### src/rtl/gpu_cmd_queue.sv
// Raster command queue between the CPU core and the raster GPU.
// Buffers commands in a small circular FIFO and issues them one at a time
// over the GPU's execute/busy handshake. Operands are held stable for the
// whole execution, and the execute pulse is never raised while busy is high.

package gpu_cmd_queue_pkg;

    typedef enum logic [2:0] {
        RASTER_CMD_FILL   = 3'd0,
        RASTER_CMD_POINT  = 3'd1,
        RASTER_CMD_LINE   = 3'd2,
        RASTER_CMD_RECT   = 3'd3,
        RASTER_CMD_CIRCLE = 3'd4
    } raster_command_t;

endpackage

module gpu_cmd_queue
    import gpu_cmd_queue_pkg::*;
#(
    parameter int DEPTH = 4,
    localparam int CW = $clog2(DEPTH + 1)
) (
    input  logic            clk,
    input  logic            rst_sync,

    input  logic            push,
    input  raster_command_t push_command,
    input  logic [7:0]      push_x0,
    input  logic [7:0]      push_y0,
    input  logic [7:0]      push_x1,
    input  logic [7:0]      push_y1,
    input  logic [2:0]      push_colour,

    output logic            full,
    output logic            empty,
    output logic [CW-1:0]   count,
    output logic            overflow,
    output logic            idle,

    output raster_command_t gpu_command,
    output logic [7:0]      gpu_x0,
    output logic [7:0]      gpu_y0,
    output logic [7:0]      gpu_x1,
    output logic [7:0]      gpu_y1,
    output logic [2:0]      gpu_colour,
    output logic            gpu_execute_request,
    input  logic            gpu_busy
);

    localparam int PW = (DEPTH > 1) ? $clog2(DEPTH) : 1;

    typedef struct packed {
        raster_command_t cmd;
        logic [7:0]      x0;
        logic [7:0]      y0;
        logic [7:0]      x1;
        logic [7:0]      y1;
        logic [2:0]      colour;
    } entry_t;

    typedef enum logic [1:0] {
        IDLE   = 2'd0,
        REQ    = 2'd1,
        SETTLE = 2'd2,
        WAIT   = 2'd3
    } state_t;

    localparam entry_t RESET_ENTRY = '{
        cmd:    RASTER_CMD_FILL,
        x0:     8'd0,
        y0:     8'd0,
        x1:     8'd0,
        y1:     8'd0,
        colour: 3'd0
    };

    state_t          state_q, state_d;
    logic [CW-1:0]   count_q, count_d;
    logic [PW-1:0]   rdPtr_q, rdPtr_d;
    logic [PW-1:0]   wrPtr_q, wrPtr_d;
    logic            overflow_q, overflow_d;
    logic            exec_q, exec_d;
    entry_t          out_q, out_d;

    entry_t          mem [DEPTH];

    logic            queueEmpty;
    logic            queueFull;
    logic            doPop;
    logic            pushAccept;
    entry_t          pushEntry;
    entry_t          headEntry;

    assign queueEmpty = (count_q == '0);
    assign queueFull  = (count_q == CW'(DEPTH));

    // A pop only happens on the cycle the issue FSM leaves IDLE.
    assign doPop      = (state_q == IDLE) && !queueEmpty && !gpu_busy;

    // A full queue still takes a push when the head leaves on the same edge.
    assign pushAccept = push && (!queueFull || doPop);

    assign pushEntry = '{
        cmd:    push_command,
        x0:     push_x0,
        y0:     push_y0,
        x1:     push_x1,
        y1:     push_y1,
        colour: push_colour
    };

    assign headEntry = mem[rdPtr_q];

    // Issue sequencer: latch the head entry, pulse execute, then wait for busy to fall.
    always_comb begin
        state_d = state_q;
        exec_d  = 1'b0;
        out_d   = out_q;
        case (state_q)
            IDLE: begin
                if (doPop) begin
                    out_d   = headEntry;
                    exec_d  = 1'b1;
                    state_d = REQ;
                end
            end
            REQ: begin
                state_d = SETTLE;
            end
            SETTLE: begin
                state_d = WAIT;
            end
            WAIT: begin
                if (!gpu_busy) begin
                    state_d = IDLE;
                end
            end
            default: begin
                state_d = IDLE;
            end
        endcase
    end

    // Queue bookkeeping: pointers, occupancy and the sticky drop flag.
    always_comb begin
        rdPtr_d    = rdPtr_q;
        wrPtr_d    = wrPtr_q;
        count_d    = count_q;
        overflow_d = overflow_q;
        if (pushAccept) begin
            wrPtr_d = wrPtr_q + PW'(1);
        end
        if (doPop) begin
            rdPtr_d = rdPtr_q + PW'(1);
        end
        if (pushAccept && !doPop) begin
            count_d = count_q + CW'(1);
        end else if (doPop && !pushAccept) begin
            count_d = count_q - CW'(1);
        end
        if (push && !pushAccept) begin
            overflow_d = 1'b1;
        end
    end

    // State, control and registered GPU operands.
    always_ff @(posedge clk) begin
        if (rst_sync) begin
            state_q    <= IDLE;
            count_q    <= '0;
            rdPtr_q    <= '0;
            wrPtr_q    <= '0;
            overflow_q <= 1'b0;
            exec_q     <= 1'b0;
            out_q      <= RESET_ENTRY;
        end else begin
            state_q    <= state_d;
            count_q    <= count_d;
            rdPtr_q    <= rdPtr_d;
            wrPtr_q    <= wrPtr_d;
            overflow_q <= overflow_d;
            exec_q     <= exec_d;
            out_q      <= out_d;
        end
    end

    // Queue storage; contents need no reset since the pointers gate every read.
    always_ff @(posedge clk) begin
        if (pushAccept) begin
            mem[wrPtr_q] <= pushEntry;
        end
    end

    assign full                = queueFull;
    assign empty               = queueEmpty;
    assign count               = count_q;
    assign overflow            = overflow_q;
    assign idle                = queueEmpty && (state_q == IDLE) && !gpu_busy;

    assign gpu_command         = out_q.cmd;
    assign gpu_x0              = out_q.x0;
    assign gpu_y0              = out_q.y0;
    assign gpu_x1              = out_q.x1;
    assign gpu_y1              = out_q.y1;
    assign gpu_colour          = out_q.colour;
    assign gpu_execute_request = exec_q;

endmodule

### config.mk
export PLATFORM = sky130hd
export DESIGN_NAME = gpu_cmd_queue
export DESIGN_NICKNAME = d
export VERILOG_FILES = /design/src/rtl/gpu_cmd_queue.sv
export SDC_FILE = /design/constraint.sdc
export NUM_CORES = 1
export LEC_CHECK = 0
export CORE_ASPECT_RATIO = 0.6
export CORE_MARGIN = 2
export CORE_UTILIZATION = 50
export DETAILED_ROUTE_END_ITERATION = 10
export HOLD_SLACK_MARGIN = 0.02
export PLACE_DENSITY = 0.76
export RECOVER_POWER = 25
export SETUP_SLACK_MARGIN = 0.3
export SYNTH_ARGS = -nofsm -noshare
export SYNTH_HDL_FRONTEND = slang
export SYNTH_SLANG_ARGS = --single-unit
### constraint.sdc
create_clock -name clk -period 2.7 [get_ports clk]
set_clock_uncertainty 0.15 [all_clocks]
set_input_delay 0.54 -clock clk [delete_from_list [all_inputs] [get_ports clk]]
set_output_delay 0.54 -clock clk [all_outputs]
set_load 0.02 [all_outputs]
==> results.json, run 1 <==
{
  "relSlewSlack_pct": 44.8,
  "drc": 0,
  "met3_length_um": 967,
  "wl_um": 14200,
  "cts.sinks": 201,
  "netlist-cell-type-count": 33,
  "worst_path_max_delay_cell": "or3_4",
  "worst_slew_pin_slew_ns": 0.828,
  "cts_tree": "yes",
  "finalNetCount": 519,
  "numCtsBuffers": 19,
  "powerDensity_mw_per_mm2": 950,
  "post-dp-hpwl_um": 8610,
  "root_buffer": "clkbuf_16",
  "syn_inst": 358,
  "path_max_fanout": 6,
  "rows": 34,
  "met2_length_um": 6540,
  "antenna_found_initial": 3,
  "cap_violations": 0,
  "yosysTopAreaCell": "edfxtp_1",
  "cp.buffers_inverters": 1,
  "peakVddDrop_uv": 594,
  "critPathLaunchType": "flop",
  "yosysSeqAreaShare_pct": 75.7,
  "r2r-start": "count[0]",
  "die_h_um": 97.8,
  "clock_latency_ns": 0.48,
  "rsz0062_at_grt": "no",
  "power_w": 0.00874,
  "startpoint": "count[0]",
  "hold_class": "flop to flop",
  "grt_max_degree": 42,
  "die_w_um": 160,
  "hold_viol": 0,
  "yosysWarningCount": 0,
  "place_ws_ns": -0.0951,
  "critPathKind": "flop to flop",
  "outcome": "completed",
  "num_io_pins": 88,
  "grt_overflow": 0,
  "max_freq_mhz": 426,
  "drtPass1Iterations": 4,
  "cpPeakStageDelay_ns": 0.41,
  "grt_pass1_wl_um": 22300,
  "grt_usage_pct": 18.7,
  "vias": 3733,
  "routedWlPerCell_um": 20.9,
  "drt_iter0_markers": 272,
  "ant_nets": 0,
  "start_util_pct": 50.8,
  "synth.avg_cell_area_um2": 20.5,
  "worstPathRequired_ns": 2.95,
  "synth_top_area_share_pct": 62.3,
  "n_fill_cell": 993,
  "setup_ws_ns": 0.353,
  "synthTopCellsByArea": "edfxtp_1 62%, dfxtp_1 13%, mux4_2 12%, a22o_1 4.5%, ha_1 1.5%",
  "grt_pass1_vias": 3871,
  "final_cells": 680,
  "syn_nets": 410,
  "fin_crit_ns": 2.35,
  "clkTransAtPathRegs_ns": 0.06,
  "setup_viol": 0,
  "htreeDepth": 1,
  "gp_congestion": 0.764,
  "maxSlewViolCount": 0,
  "vias_per_cell": 5.49,
  "path_cells": "or3_4 -> nand2_1 -> ha_4 -> inv_1 -> fa_1 -> xor2_1 -> or3_1 -> a21oi_1",
  "yosys_register_bits": 201,
  "die_area_mm2": 0.0157,
  "syn-cell-area_mm2": 0.00733,
  "min_from": "gpu_x1[0]",
  "critPathArrivalTime_ns": 2.59,
  "power.leakage_nw": 3.08,
  "met1_length_um": 6460,
  "cp-end-kind": "flop",
  "portBuffers": 87,
  "crit_family": "simple AND/OR/NAND/NOR gates",
  "area_growth_syn_to_layout_pct": 25.5,
  "place_inst": 643,
  "top_layer": "met4",
  "drive_gt1_share_pct": 22.5,
  "ctsLongestPathBuffers": 3,
  "final.period_utilization_pct": 86.9,
  "core_area_mm2": 0.0144
}
==> kinds of logic (layout without fill, tap and decap cells) <==
kind of cell,Yosys count,after routing,share of synthesized area [%]
compound gates,50,50,5.75
fa+ha+maj,10,10,1.81
buf+inv,26,147,2.12
mux,42,42,12.3
xor+xnor,2,2,0.239
flops,201,201,75.7
other cells,0,3,0
simple gates,27,27,2.17
==> final cells by class <==
class	instances	area (µm²)	area share (%)
multi-input combinational	131	1690	18.4
timing repair buffer	107	1100	11.9
clock buffer	22	487	5.29
inverter	7	31.3	0.340
clock inverter	11	81.3	0.884
tap	198	248	2.69
sequential	201	5550	60.4
antenna	3	7.51	0.0816
==> synthesized netlist by cell type (all sizes together) <==
cell and instances:
a211oi 2, a21boi 1, a21oi 4, a22o 38, a31oi 1, and2 4, and3b 1, buf 12
clkbuf 7, dfxtp 49, edfxtp 152, fa 1, ha 9, inv 7, mux2 2, mux2i 2
mux4 38, nand2 1, nand2b 3, nand3 1, nor2 7, nor2b 2, nor3 2, nor3b 1
nor4b 2, o21ai 3, o21ba 1, or3 3, xor2 2
==> registers in the layout, summed over array words and instances, names as in the netlist, 2 cells and up <==
register and count:
wrPtr_q 2, gpu_colour 3, gpu_x0 8, gpu_y0 8, count 3, gpu_x1 8, state_q 2, gpu_command 3
gpu_y1 8, mem 152, rdPtr_q 2
==> power by group <==
group / internal [W] / switching (W) / total, W / leakage [nW]
Clock: 0.00139 / 0.00107 / 0.00246 / 0.278
Combinational: 0.00114 / 0.00105 / 0.00220 / 1.01
Sequential: 0.00376 / 0.000324 / 0.00409 / 1.80
==> worst register-to-register path, stage by stage (launching register included) <==
cell     delay (ns)
dfxtp_2        0.37
or3_4          0.41
nand2_1        0.14
ha_4           0.16
inv_1          0.05
fa_1           0.37
xor2_1         0.17
or3_1          0.30
a21oi_1        0.16
==> layer usage <==
layer  up-vias  global-route usage, %
met5         -                      0
met4         0                   3.95
met3        21                   4.84
met2       114                   28.8
met1      1926                   27.7
li1       1672                      -
==> worst paths after layout <==
check	endpoint	slack, ns	cells after the start
worst max-delay path	count[2]	0.35	8
worst min-delay path	gpu_x1[0]	0.33	1
worst max register to register	count[2]	0.35	8
worst min register to register	gpu_x1[0]	0.33	1
==> layout by cell type (no fill, tap or decap), types with 2 or more instances in the layout <==
master / Yosys / layout
edfxtp_1: 152 / 152
clkdlybuf4s50_1: 0 / 58
dfxtp_1: 49 / 45
mux4_2: 38 / 38
a22o_1: 38 / 38
dlygate4sd3_1: 0 / 26
clkbuf_16: 0 / 19
buf_4: 0 / 13
nor2_1: 7 / 7
ha_1: 9 / 7
buf_12: 0 / 7
inv_1: 6 / 4
and2_2: 0 / 4
clkinv_2: 0 / 4
clkinv_1: 0 / 4
diode_2: 0 / 3
a21oi_1: 3 / 3
o21ai_0: 3 / 3
clkbuf_1: 7 / 3
dfxtp_2: 0 / 3
inv_6: 1 / 2
inv_2: 0 / 2
nor2b_1: 2 / 2
a211oi_1: 2 / 2
nor4b_1: 2 / 2
mux2i_1: 2 / 2
xor2_1: 2 / 2
or3_1: 3 / 2
mux2_2: 2 / 2
nand2b_1: 3 / 2
ha_4: 0 / 2
buf_2: 6 / 2
==> per-stage QoR <==
| stage | setup TNS [ns] | util, % | hold slack [ns] | area (µm²) |
|---|---|---|---|---|
| 2_1_floorplan | 0 | - | 0.331 | 7350 |
| 3_3_place_gp | -0.0439 | 59.6 | 0.303 | 8590 |
| 3_5_place_dp | -0.168 | 59.6 | 0.314 | 8590 |
| 4_1_cts | 0 | 63.6 | 0.332 | 9180 |
| 5_1_grt | 0 | 63.7 | 0.343 | 9190 |
| 6_report | 0 | 63.8 | 0.326 | 9200 |
==> timing repair <==
item                                    in CTS  in global routing
hold buffers                                 0                  0
endpoints found under the setup margin       4                  3
hold endpoints to repair                     0                  0
gates resized for setup                     12                  5
pin swaps                                    1                  2
setup buffers                                0                  1
Note: power is estimated with default switching activity, not from simulation.
==> run 2: changes to the inputs <==
- CELL_PAD_IN_SITES_DETAIL_PLACEMENT: unset -> 0
- CELL_PAD_IN_SITES_GLOBAL_PLACEMENT: unset -> 1
- CORE_UTILIZATION: 50 -> 43
- PLACE_DENSITY: 0.76 -> unset
- PLACE_DENSITY_LB_ADDON: unset -> 0.1
==> run 2 against run 1 <==
Flip-flop and latch count stayed put; core utilization is 6.4 points lower; register-to-register slack better by 0.05 ns; setup slack improved by 0.020 ns; power grew 4.5%; non-clock buffer count rose by 11; clock power increased by 8.5%; clock-buffer cell count increased by 8; routed wire length grew 2.6%; final area grew 2.6%; first-iteration DRC count fell by 22%; largest power group unchanged; highest routed layer unchanged.
==> results.json, run 2 (synthesized netlist as in run 1, its figures left out) <==
{
  "hold_viol": 0,
  "regMostFlops": "mem",
  "numCtsBuffers": 19,
  "cts_tree": "yes",
  "clock_latency_ns": 0.47,
  "post-dp-hpwl_um": 8820,
  "final.period_utilization_pct": 86.2,
  "ant_nets": 0,
  "crit_path_end": "full",
  "finalNetCount": 530,
  "num_io_pins": 88,
  "drc": 0,
  "worst_slew_pin_slew_ns": 0.616,
  "startpoint": "count[0]",
  "final_cells": 719,
  "clkTransAtPathRegs_ns": 0.06,
  "gp_congestion": 0.762,
  "path_max_fanout": 6,
  "antenna_found_initial": 1,
  "cts_hold_buf": 0,
  "met3_length_um": 644,
  "largest_register_ffs": 152,
  "met1_length_um": 7080,
  "top_layer": "met4",
  "place_inst": 677,
  "die_area_mm2": 0.0181,
  "post-route-util_pct": 57.4,
  "wl_um": 14500,
  "worstPathRequired_ns": 2.01,
  "grt_pass1_wl_um": 22400,
  "outcome": "completed",
  "relSlewSlack_pct": 58.4,
  "die_h_um": 105,
  "powerDensity_mw_per_mm2": 968,
  "maxSlewViolCount": 0,
  "portBuffers": 87,
  "max_freq_mhz": 430,
  "grt_max_degree": 40,
  "vias_per_cell": 5.14,
  "worst-r2r-setup-slack_ns": 0.40,
  "start_util_pct": 44.6,
  "cap_violations": 0,
  "rsz0062_at_grt": "no",
  "critPathLaunchType": "flop",
  "area_growth_syn_to_layout_pct": 28.7,
  "core_area_mm2": 0.0164,
  "die_w_um": 173,
  "final_cell_mix": "152 x edfxtp_1, 59 x clkdlybuf4s50_1, 42 x dfxtp_1",
  "root_buffer": "clkbuf_16",
  "hold_class": "flop to flop",
  "reg2reg_to": "count[2]",
  "vias": 3698,
  "critPathArrivalTime_ns": 1.64,
  "drt_iter0_markers": 213,
  "cts.sinks": 201,
  "power.leakage_nw": 3.19,
  "ctsLongestPathBuffers": 3,
  "cp-end-kind": "output port",
  "rows": 36,
  "drtPass1Iterations": 4,
  "drive_gt1_share_pct": 25.3,
  "critPathKind": "flop to output port",
  "fin_crit_ns": 2.33,
  "grt_usage_pct": 16.2,
  "htreeDepth": 1,
  "peakVddDrop_uv": 557,
  "grt_pass1_vias": 3854,
  "final_common_cell": "edfxtp_1",
  "reg2reg_depth": 8,
  "grt_overflow": 0,
  "met2_length_um": 6530,
  "n_fill_cell": 1246,
  "setup_viol": 0,
  "tns_ns": 0,
  "routedWlPerCell_um": 20.2,
  "r2r-start": "count[0]"
}
[run 2: power by group]
| part | internal, W | switching [W] | leakage (nW) |
|---|---|---|---|
| clock | 0.00163 | 0.00104 | 0.307 |
| sequential | 0.00377 | 0.000207 | 1.80 |
| combinational | 0.00127 | 0.00122 | 1.08 |
| total | 0.00667 | 0.00247 | 3.19 |
[run 2: worst min path at each step]
stage,startpoint,end,cells past startpoint
global placement,gpu_y1[2],gpu_y1[2],1
global route,gpu_x0[1],gpu_x0[1],1
floorplan,wrPtr_q[1],wrPtr_q[1],2
detailed placement,gpu_y1[0],gpu_y1[0],1
CTS,gpu_y1[0],gpu_y1[0],1
finish,gpu_colour[1],gpu_colour[1],1
[run 2: stage by stage]
step                      setup slack, ns  cell area, µm²  power, W  hold WS, ns
final                               0.373            9430   0.00914        0.327
after global routing                0.299            9430   0.00958        0.349
after CTS                           0.202            9330   0.00907        0.330
after detailed placement          -0.0861            8680   0.00635        0.316
after global placement            -0.0462            8680   0.00632        0.306
after floorplan                     0.322            7350   0.00541        0.331
[run 2: critical path, cell delays in order, from the launching register on]
cell and delay, ns:
dfxtp_4 0.36, buf_4 0.14, nor3b_4 0.29, dlygate4sd2_1 0.37
[run 2: what timing repair did]
item / CTS / global route
resized for setup: 7 / 16
setup endpoints to repair: 4 / 3
buffers inserted: 0 / 8
pin swaps: 0 / 3
[run 2: layout make-up]
class	count	area (µm²)	share of cell area [%]
Antenna cell	1	2.50	0.0265
Clock buffer	30	567	6.01
Clock inverter	3	63.8	0.676
Inverter	7	31.3	0.332
Multi-Input combinational cell	131	1710	18.1
Sequential cell	201	5560	58.9
Tap cell	228	285	3.02
Timing Repair Buffer	118	1220	12.9
[run 2: per-layer routing]
metal  track usage, %  up-vias
met4             3.48        0
met3             3.53       24
met2             25.0       89
li1                 -     1696
met5                0        -
met1             23.7     1889
==> run 3: changes to the inputs <==
- CORE_UTILIZATION: 43 -> 45
- CTS_BUF_LIST: unset -> sky130_fd_sc_hd__clkbuf_4
- GPL_TIMING_DRIVEN: unset -> 0
==> run 3 against run 2 <==
Die area shrank 4.3%; sequential share of layout area up 1.0 points; clock power fell by 12%; core utilization up 0.26 points; global-route usage rose by 0.50 points; sequential power barely moved; non-clock buffer count is 1 higher; power shrank 3.8%; flip-flop and latch count is the same; worst hold slack got worse by 0.011 ns; via count rose by 5.6%; setup slack got worse by 0.073 ns; largest power group unchanged.
==> results.json, run 3 (synthesized netlist as in run 1, its figures left out) <==
{
  "outcome": "completed",
  "gp_congestion": 0.731,
  "cap_violations": 0,
  "post-dp-hpwl_um": 8310,
  "critPathKind": "flop to output port",
  "relSlewSlack_pct": 53.5,
  "worstPathRequired_ns": 2.01,
  "final_cell_mix": "152 x edfxtp_1, 72 x clkbuf_4, 53 x clkdlybuf4s50_1",
  "grt_use_met3_pct": 5.22,
  "vias_per_cell": 5.16,
  "largest_register_ffs": 152,
  "max_freq_mhz": 417,
  "grt_usage_pct": 16.7,
  "final_common_cell": "edfxtp_1",
  "num_io_pins": 88,
  "drt_iter0_markers": 200,
  "maxSlewViolCount": 0,
  "globalRouteMet1Util_pct": 22.7,
  "area_growth_syn_to_layout_pct": 26.5,
  "crit_path_end": "idle",
  "htreeDepth": 2,
  "regMostFlops": "mem",
  "n_fill_cell": 1285,
  "routedWlPerCell_um": 19.0,
  "power.leakage_nw": 3.24,
  "min_from": "overflow",
  "die_h_um": 103,
  "cts_tree": "yes",
  "r2r-start": "count[2]",
  "drtPass1Iterations": 4,
  "clkTransAtPathRegs_ns": 0.07,
  "hold_viol": 0,
  "grt_max_degree": 39,
  "drc": 0,
  "place_ws_ns": -0.454,
  "wl_um": 14400,
  "die_area_mm2": 0.0174,
  "grt_pass1_wl_um": 21700,
  "fin_crit_ns": 2.40,
  "critPathArrivalTime_ns": 1.71,
  "powerDensity_mw_per_mm2": 948,
  "worst_slew_pin_slew_ns": 0.697,
  "setup_viol": 0,
  "grt_pass1_vias": 4011,
  "finalNetCount": 559,
  "final.period_utilization_pct": 88.9,
  "use_met2_pct": 26.5,
  "busiest_layer": "met2",
  "peakVddDrop_uv": 346,
  "final_cells": 757,
  "vias": 3906,
  "post-route-util_pct": 57.6,
  "reg2reg_depth": 9,
  "drive_gt1_share_pct": 30.8,
  "critPathLaunchType": "flop",
  "root_buffer": "clkbuf_4",
  "cts_hold_buf": 0,
  "numCtsBuffers": 47,
  "reg2reg_to": "count[2]",
  "multi_input_area_mm2": 0.00172,
  "start_util_pct": 45.6,
  "antenna_found_initial": 2,
  "regArea_mm2": 0.00555,
  "cts.sinks": 201,
  "path_max_fanout": 6,
  "grt_overflow": 0,
  "hold_class": "flop to flop",
  "ant_nets": 0,
  "die_w_um": 169,
  "power_w": 0.00879,
  "core_area_mm2": 0.0161,
  "place_inst": 654,
  "portBuffers": 87,
  "worst-r2r-setup-slack_ns": 0.34,
  "rsz0062_at_grt": "yes",
  "rows": 36,
  "ctsLongestPathBuffers": 3,
  "setup_ws_ns": 0.300,
  "startpoint": "count[2]",
  "clock_latency_ns": 0.58,
  "cp-end-kind": "output port"
}
run 3: cell type report:
type / instances / area share, %
clock inverter: 16 / 0.648
clock buffer: 72 / 5.83
multi-input combinational: 131 / 18.6
buffer: 19 / 1.38
antenna: 2 / 0.0540
inverter: 7 / 0.337
tap: 209 / 2.82
timing repair buffer: 100 / 10.4
sequential: 201 / 59.9
run 3: worst min path at each step:
stage / endpoint / slack [ns] / cells past startpoint
after floorplan: wrPtr_q[1] / 0.33 / 2
final: overflow / 0.32 / 2
after CTS: overflow / 0.32 / 2
after global placement: overflow / 0.30 / 2
after detailed placement: overflow / 0.31 / 2
after global routing: gpu_y1[2] / 0.35 / 1
run 3: power breakdown:
part	switching, W	internal [W]
logic	0.00122	0.00126
registers	0.000186	0.00377
clock network	0.00113	0.00122
run 3: what timing repair did:
action                                  CTS  global route
resized for setup                        21            19
endpoints found under the setup margin  157            82
setup buffers                             2            11
pin swaps                                 3             8
run 3: metrics by stage:
step | cell area (µm²) | hold WS, ns | setup TNS, ns
floorplan | 7350 | 0.331 | 0
global placement | 8490 | 0.298 | -64.27
detailed placement | 8490 | 0.306 | -66.96
CTS | 9130 | 0.322 | 0
global route | 9270 | 0.347 | 0
finish | 9270 | 0.316 | 0
run 3: worst max-delay path: stages (launching register included):
cell      delay (ns)
dfxtp_4         0.36
or3_4           0.37
buf_8           0.15
nor2_1          0.08
clkbuf_2        0.17
run 3: routing by layer:
| layer | wire [µm] | share of wire, % |
|---|---|---|
| met1 | 6810 | 47 |
| met2 | 6540 | 46 |
| met3 | 869 | 6.1 |
| met4 | 139 | 0.97 |
| met5 | 0 | 0 |
